`config.mk`:
```
export PLATFORM = sky130hd
export DESIGN_NAME = output_writer_flat
export DESIGN_NICKNAME = d
export VERILOG_FILES = /design/src/rtl/output_writer_pkg.sv /design/src/rtl/output_writer_if.sv /design/src/rtl/output_row_packer.sv /design/src/rtl/output_writer.sv /design/src/flat_wrapper.sv
export SDC_FILE = /design/constraint.sdc
export NUM_CORES = 1
export LEC_CHECK = 0
export ABC_AREA = 0
export BUFFER_PORTS_ARGS = -buffer_cell sky130_fd_sc_hd__buf_2
export CORE_UTILIZATION = 35
export CTS_CLUSTER_SIZE = 30
export DETAILED_ROUTE_END_ITERATION = 7
export PLACE_DENSITY = 0.57
export SYNTH_ARGS = -nofsm -noshare
export SYNTH_HDL_FRONTEND = slang
export SYNTH_SLANG_ARGS = --single-unit
```
`constraint.sdc`:
```
create_clock -name clk -period 3.6 [get_ports clk]
set_input_delay 0.36 -clock clk [delete_from_list [all_inputs] [get_ports clk]]
set_output_delay 0.36 -clock clk [all_outputs]
set_load 0.02 [all_outputs]
```
`src/rtl/output_writer_pkg.sv`:
```
// Shared types and constants for the output SRAM row writer.
// The MARKER state only exists when OUTPUT_WRITER_END_MARKER_EN is defined.
package output_writer_pkg;

    localparam int ADDR_W   = 12;
    localparam int DATA_W   = 16;
    localparam int ROW_BITS = 16;
    localparam int CNT_W    = 5;

    localparam logic [DATA_W-1:0] END_MARKER = 16'h00FF;

    typedef enum logic [1:0] {
        ST_IDLE,
        ST_ACCUM,
        ST_WRITE
`ifdef OUTPUT_WRITER_END_MARKER_EN
        , ST_MARKER
`endif
    } wr_state_t;

endpackage

```
`src/rtl/output_writer_if.sv`:
```
// Control strobes in, SRAM write port and status out, for output_writer.
interface output_writer_if;
    import output_writer_pkg::*;

    logic              addr_clear;
    logic              bit_valid;
    logic              bit_data;
    logic              str_temp_to_write;
    logic              rst_output_row_temp;
    logic              frame_done;
    logic [ADDR_W-1:0] dut_sram_write_address;
    logic [DATA_W-1:0] dut_sram_write_data;
    logic              dut_sram_write_enable;
    logic              wr_busy;
    logic              proto_err;

    modport master (
        output addr_clear, bit_valid, bit_data, str_temp_to_write,
               rst_output_row_temp, frame_done,
        input  dut_sram_write_address, dut_sram_write_data,
               dut_sram_write_enable, wr_busy, proto_err
    );

    modport slave (
        input  addr_clear, bit_valid, bit_data, str_temp_to_write,
               rst_output_row_temp, frame_done,
        output dut_sram_write_address, dut_sram_write_data,
               dut_sram_write_enable, wr_busy, proto_err
    );

endinterface

```
`src/rtl/output_row_packer.sv`:
```
// Shifts result bits into a 16-bit row word; flags bits offered to a full row.
module output_row_packer
    import output_writer_pkg::*;
(
    input  logic                clk,
    input  logic                reset_b,
    input  logic                clr,
    input  logic                restart,
    input  logic                push,
    input  logic                bit_data,
    output logic [ROW_BITS-1:0] row_next,
    output logic                overflow
);

    logic [ROW_BITS-1:0] row_reg;
    logic [CNT_W-1:0]    cnt_reg, cnt_next;

    // clr beats restart beats push; restart seeds a fresh row with one bit
    always_comb begin
        row_next = row_reg;
        cnt_next = cnt_reg;
        overflow = 1'b0;
        if (clr) begin
            row_next = '0;
            cnt_next = '0;
        end else if (restart) begin
            row_next = {{(ROW_BITS-1){1'b0}}, bit_data};
            cnt_next = CNT_W'(1);
        end else if (push) begin
            if (cnt_reg < CNT_W'(ROW_BITS)) begin
                row_next = {row_reg[ROW_BITS-2:0], bit_data};
                cnt_next = cnt_reg + 1'b1;
            end else begin
                overflow = 1'b1;
            end
        end
    end

    always_ff @(posedge clk) begin
        if (!reset_b) begin
            row_reg <= '0;
            cnt_reg <= '0;
        end else begin
            row_reg <= row_next;
            cnt_reg <= cnt_next;
        end
    end

endmodule

```
`src/rtl/output_writer.sv`:
```
// Row-word writer: FSM plus address counter driving the output SRAM port.
// Define OUTPUT_WRITER_END_MARKER_EN to append a 16'h00FF word at frame end.
module output_writer
    import output_writer_pkg::*;
(
    input  logic              clk,
    input  logic              reset_b,
    output_writer_if.slave    bus
);

`ifdef OUTPUT_WRITER_END_MARKER_EN
    localparam wr_state_t FRAME_END_STATE = ST_MARKER;
`else
    localparam wr_state_t FRAME_END_STATE = ST_IDLE;
`endif

    wr_state_t         state_reg, state_next;
    logic [ADDR_W-1:0] addr_reg, addr_next;
    logic [DATA_W-1:0] data_reg, data_next;
    logic              pend_reg, pend_next;
    logic              err_reg, err_next, err_set;
    logic              we_reg, we_next;
    logic              pk_clr, pk_restart, pk_push, pk_ovf;
    logic [ROW_BITS-1:0] row_next;

    output_row_packer u_packer (
        .clk      (clk),
        .reset_b  (reset_b),
        .clr      (pk_clr),
        .restart  (pk_restart),
        .push     (pk_push),
        .bit_data (bus.bit_data),
        .row_next (row_next),
        .overflow (pk_ovf)
    );

    always_comb begin
        state_next = state_reg;
        addr_next  = addr_reg;
        pend_next  = pend_reg;
        err_set    = 1'b0;
        pk_clr     = 1'b0;
        pk_restart = 1'b0;
        pk_push    = 1'b0;
        case (state_reg)
            ST_IDLE: ;
            ST_ACCUM: begin
                if (bus.rst_output_row_temp) pk_clr = 1'b1;
                else if (bus.bit_valid)      pk_push = 1'b1;
                if (bus.str_temp_to_write) begin
                    state_next = ST_WRITE;
                    pend_next  = bus.frame_done;
                end else if (bus.frame_done) begin
                    state_next = FRAME_END_STATE;
                end
            end
            ST_WRITE: begin
                addr_next = addr_reg + 1'b1;
                // a bit arriving now is the first bit of the following row
                if (bus.bit_valid) pk_restart = 1'b1;
                else               pk_clr     = 1'b1;
                if (bus.str_temp_to_write) err_set = 1'b1;
                state_next = (pend_reg || bus.frame_done) ? FRAME_END_STATE : ST_ACCUM;
                pend_next  = 1'b0;
            end
`ifdef OUTPUT_WRITER_END_MARKER_EN
            ST_MARKER: begin
                addr_next  = addr_reg + 1'b1;
                state_next = ST_IDLE;
                if (bus.str_temp_to_write) err_set = 1'b1;
            end
`endif
            default: state_next = ST_IDLE;
        endcase
        // run restart overrides everything else in every state
        if (bus.addr_clear) begin
            state_next = ST_ACCUM;
            addr_next  = '0;
            pend_next  = 1'b0;
            pk_clr     = 1'b1;
            pk_restart = 1'b0;
            pk_push    = 1'b0;
        end
    end

    assign err_next = err_reg | err_set | pk_ovf;

    always_comb begin
        we_next   = 1'b0;
        data_next = '0;
        if (state_next == ST_WRITE) begin
            we_next   = 1'b1;
            data_next = row_next;
        end
`ifdef OUTPUT_WRITER_END_MARKER_EN
        else if (state_next == ST_MARKER) begin
            we_next   = 1'b1;
            data_next = END_MARKER;
        end
`endif
    end

    always_ff @(posedge clk) begin
        if (!reset_b) begin
            state_reg <= ST_IDLE;
            addr_reg  <= '0;
            data_reg  <= '0;
            pend_reg  <= 1'b0;
            err_reg   <= 1'b0;
            we_reg    <= 1'b0;
        end else begin
            state_reg <= state_next;
            addr_reg  <= addr_next;
            data_reg  <= data_next;
            pend_reg  <= pend_next;
            err_reg   <= err_next;
            we_reg    <= we_next;
        end
    end

    assign bus.dut_sram_write_address = addr_reg;
    assign bus.dut_sram_write_data    = data_reg;
    assign bus.dut_sram_write_enable  = we_reg;
    assign bus.wr_busy                = we_reg;
    assign bus.proto_err              = err_reg;

endmodule

```
`src/flat_wrapper.sv`:
```
// flat-port wrapper written by rule: the top's interface ports become plain ports
module output_writer_flat import output_writer_pkg::*;
  (clk, reset_b, bus_addr_clear, bus_bit_valid, bus_bit_data, bus_str_temp_to_write, bus_rst_output_row_temp, bus_frame_done, bus_dut_sram_write_address, bus_dut_sram_write_data, bus_dut_sram_write_enable, bus_wr_busy, bus_proto_err);
  output_writer_if bus_i ();
  input  logic clk;
  input  logic reset_b;
  input wire logic [$bits(bus_i.addr_clear)-1:0] bus_addr_clear;
  input wire logic [$bits(bus_i.bit_valid)-1:0] bus_bit_valid;
  input wire logic [$bits(bus_i.bit_data)-1:0] bus_bit_data;
  input wire logic [$bits(bus_i.str_temp_to_write)-1:0] bus_str_temp_to_write;
  input wire logic [$bits(bus_i.rst_output_row_temp)-1:0] bus_rst_output_row_temp;
  input wire logic [$bits(bus_i.frame_done)-1:0] bus_frame_done;
  output wire logic [$bits(bus_i.dut_sram_write_address)-1:0] bus_dut_sram_write_address;
  output wire logic [$bits(bus_i.dut_sram_write_data)-1:0] bus_dut_sram_write_data;
  output wire logic [$bits(bus_i.dut_sram_write_enable)-1:0] bus_dut_sram_write_enable;
  output wire logic [$bits(bus_i.wr_busy)-1:0] bus_wr_busy;
  output wire logic [$bits(bus_i.proto_err)-1:0] bus_proto_err;
  assign bus_i.addr_clear = bus_addr_clear;
  assign bus_i.bit_valid = bus_bit_valid;
  assign bus_i.bit_data = bus_bit_data;
  assign bus_i.str_temp_to_write = bus_str_temp_to_write;
  assign bus_i.rst_output_row_temp = bus_rst_output_row_temp;
  assign bus_i.frame_done = bus_frame_done;
  assign bus_dut_sram_write_address = bus_i.dut_sram_write_address;
  assign bus_dut_sram_write_data = bus_i.dut_sram_write_data;
  assign bus_dut_sram_write_enable = bus_i.dut_sram_write_enable;
  assign bus_wr_busy = bus_i.wr_busy;
  assign bus_proto_err = bus_i.proto_err;
  output_writer u_core (.clk(clk), .reset_b(reset_b), .bus(bus_i));
endmodule
```
==> flow_metrics.tcl <==
set metrics [dict create \
    hold_path_class "in2reg" \
    portBuffers 38 \
    p_total_w 0.00101 \
    rsz0062_at_grt "false" \
    core_area_um2 5920 \
    pre_cts_ws_ns 1.59 \
    synth_cells 209 \
    die_w_um 80.5 \
    fin_ws_ns 1.59 \
    via_per_inst 4.69 \
    leakage_nw 0.907 \
    synth_edf_count 0 \
    whs_path_depth 2 \
    timing.rr.start "u_core.state_reg[0]" \
    path_class "reg2reg" \
    antenna_left 0 \
    start_util_pct 36.4 \
    arrival_ns 2.26 \
    h-tree-depth 2 \
    drt-total-wl_um 3750 \
    dieArea_um2 6480 \
    crit_fanout 15 \
    drv_slew 0 \
    cts_buffers 5 \
    grt_pass1_vias 1393 \
    ff2ff_path_depth 6 \
    cp-start-kind "register" \
    root_buffer "clkbuf_8" \
    synth_top_area_share_pct 50.1 \
    r2r-end "u_core.bus.dut_sram_write_data[1]" \
    gr-total-overflow 0 \
    yosysUniqueCellTypes 41 \
    firstDrtPassIters 4 \
    period_share_pct 55.8 \
    finish.net_count 259 \
    tns_ns 0 \
    tritoncts "yes" \
    ctsHoldBuffers 0 \
    rrSetupSlack_ns 1.59 \
    grt_max_degree 20 \
    cts.sinks 54 \
    whs_endpoint "u_core.bus.dut_sram_write_data[0]" \
    post_cts_buffers 0 \
    syn-cell-area_um2 2160 \
    cts_resized 0 \
    hold_ws_ns 0.308 \
    clk_pin_slew_ns 0.10 \
    wl_per_cell_um 11.7 \
    insertion_delay_ns 0.31 \
    fin_skew_ns 0.00826 \
    hold_path.startpoint "bus_addr_clear" \
    dr_total_vias 1504 \
    synthArstFlopShare_pct 0 \
    irDropWorstVdd_mv 0.200 \
    area_growth_pct 13.7 \
    drtIter0Drc 52 \
    worst_slew_pin_slew_ns 0.662 \
    num_io_pins 39 \
    dp_hpwl_um 2630 \
    period_needed_ns 2.01 \
    synthFlopType "dfxtp_1" \
    die_y_um 80.5 \
    yosysWarnings 0 \
    worst_setup_path_end_kind "register" \
    gp_congestion 0.762 \
    grtUsageTotal_pct 12.9 \
    relSlewSlack_pct 55.9 \
    finalHoldViolCount 0 \
    rows 28 \
    synth-seq-cells 54 \
    synth_area_leaders "dfxtp_1, nor2_1, mux2i_1, xnor2_1, ha_1" \
    final_util_pct 41.4 \
    layout-drive-gt1-share_pct 24.4 \
    antenna_found_initial 0 \
    seq_area_frac_synth_pct 50.1 \
    clockBufferDepth 2 \
    grt_pass1_wl_um 6350 \
    yosys.area.top_type "dfxtp_1" \
    antenna_cells 0 \
    cap_viol_max_count 0 \
    syn-num-nets 223 \
    power_density_nw_per_um2 411 \
    syn_avg_cell_area_um2 10.3 \
    worstPathRequired_ns 3.85 \
    status "finished, final reports clean" \
    setup_viol 0 \
    drc 0 \
    fmax_mhz 498 \
]
cell families after synthesis:
kind of cell	count (synthesis)	synth area share (%)
AND/OR/NAND/NOR	87	21.8
flip-flops	54	50.1
AO/OA/AOI/OAI	19	7.02
multiplexers	17	7.89
buffers and inverters	14	4.87
XOR/XNOR	12	4.87
adder cells (fa/ha/maj)	6	3.48
stage by stage:
stage	instances	area [µm²]
after global routing	321	2450
after detailed placement	313	2350
final	321	2450
after CTS	321	2450
after floorplan	209	2160
after global placement	313	2350
critical path, cell delays in order, from the launching register on:
cell and delay, ns:
dfxtp_1 0.43, inv_1 0.10, ha_1 0.41, a31o_2 0.31, a21oi_2 0.21, nand3_2 0.30
nor2_1 0.18
metal layers:
| metal | global-route usage, % | up-vias | share of wire (%) |
|---|---|---|---|
| li1 | - | 767 | - |
| met1 | 14.8 | 697 | 47 |
| met2 | 21.4 | 32 | 45 |
| met3 | 4.32 | 8 | 5.6 |
| met4 | 5.89 | 0 | 2.2 |
| met5 | 0 | - | 0 |
worst max path at each step:
stage	cells past startpoint	from	slack (ns)	endpoint
6_report	6	u_core.state_reg[0]	1.59	u_core.bus.dut_sram_write_data[1]
5_1_grt	6	u_core.state_reg[0]	1.39	u_core.bus.dut_sram_write_data[1]
4_1_cts	6	u_core.state_reg[0]	1.54	u_core.bus.dut_sram_write_data[1]
3_5_place_dp	6	u_core.state_reg[0]	1.59	u_core.bus.dut_sram_write_data[13]
3_3_place_gp	6	u_core.state_reg[0]	1.59	u_core.bus.dut_sram_write_data[1]
2_1_floorplan	9	u_core.state_reg[1]	1.97	u_core.u_packer.row_reg[10]
cells in the mapped netlist, drive strengths merged (2+ instances only):
| master | instances |
|---|---|
| nor2b | 2 |
| o21ai | 5 |
| a31oi | 2 |
| nand3 | 4 |
| xor2 | 3 |
| inv | 5 |
| nor4bb | 2 |
| nor2 | 49 |
| nand2 | 9 |
| ha | 6 |
| and2 | 2 |
| dfxtp | 54 |
| buf | 8 |
| nand4 | 4 |
| a21oi | 6 |
| nor3 | 5 |
| mux2i | 17 |
| or3 | 2 |
| xnor2 | 9 |
| nand2b | 3 |
| a221oi | 2 |
cells in the final DEF, fill, tap and decap left out, types with 2 or more instances in the layout:
cell,synthesis,final
and2_1,2,2
nor2b_1,2,2
nand2_1,8,8
a21oi_2,2,2
dfxtp_1,54,54
or3_1,2,2
ha_1,6,6
a31oi_1,2,2
xnor2_1,9,9
a21oi_1,4,4
nand2b_1,3,3
nand4_1,3,3
clkinv_4,0,2
mux2i_1,17,17
clkbuf_8,0,5
nand3_1,3,3
xor2_1,3,3
inv_1,5,5
nor3_1,5,5
buf_2,2,38
nor4bb_1,2,2
o21ai_0,4,4
nor2_1,48,48
final cells by class:
cell class	count	area, µm²
repair buffers	38	190
flip-flops and latches	54	1080
fillers	603	3470
multi-input cells	141	971
well taps	75	93.8
clock buffers	5	68.8
clock inverters	3	28.8
inverters	5	18.8
power breakdown:
group | switching [W] | total (W) | internal, W
registers | 0.00000252 | 0.000602 | 0.000599
clock network | 0.000212 | 0.000356 | 0.000144
logic | 0.0000303 | 0.0000493 | 0.0000190
total | 0.000245 | 0.00101 | 0.000763
No activity file was read; power rests on OpenSTA's default activity.
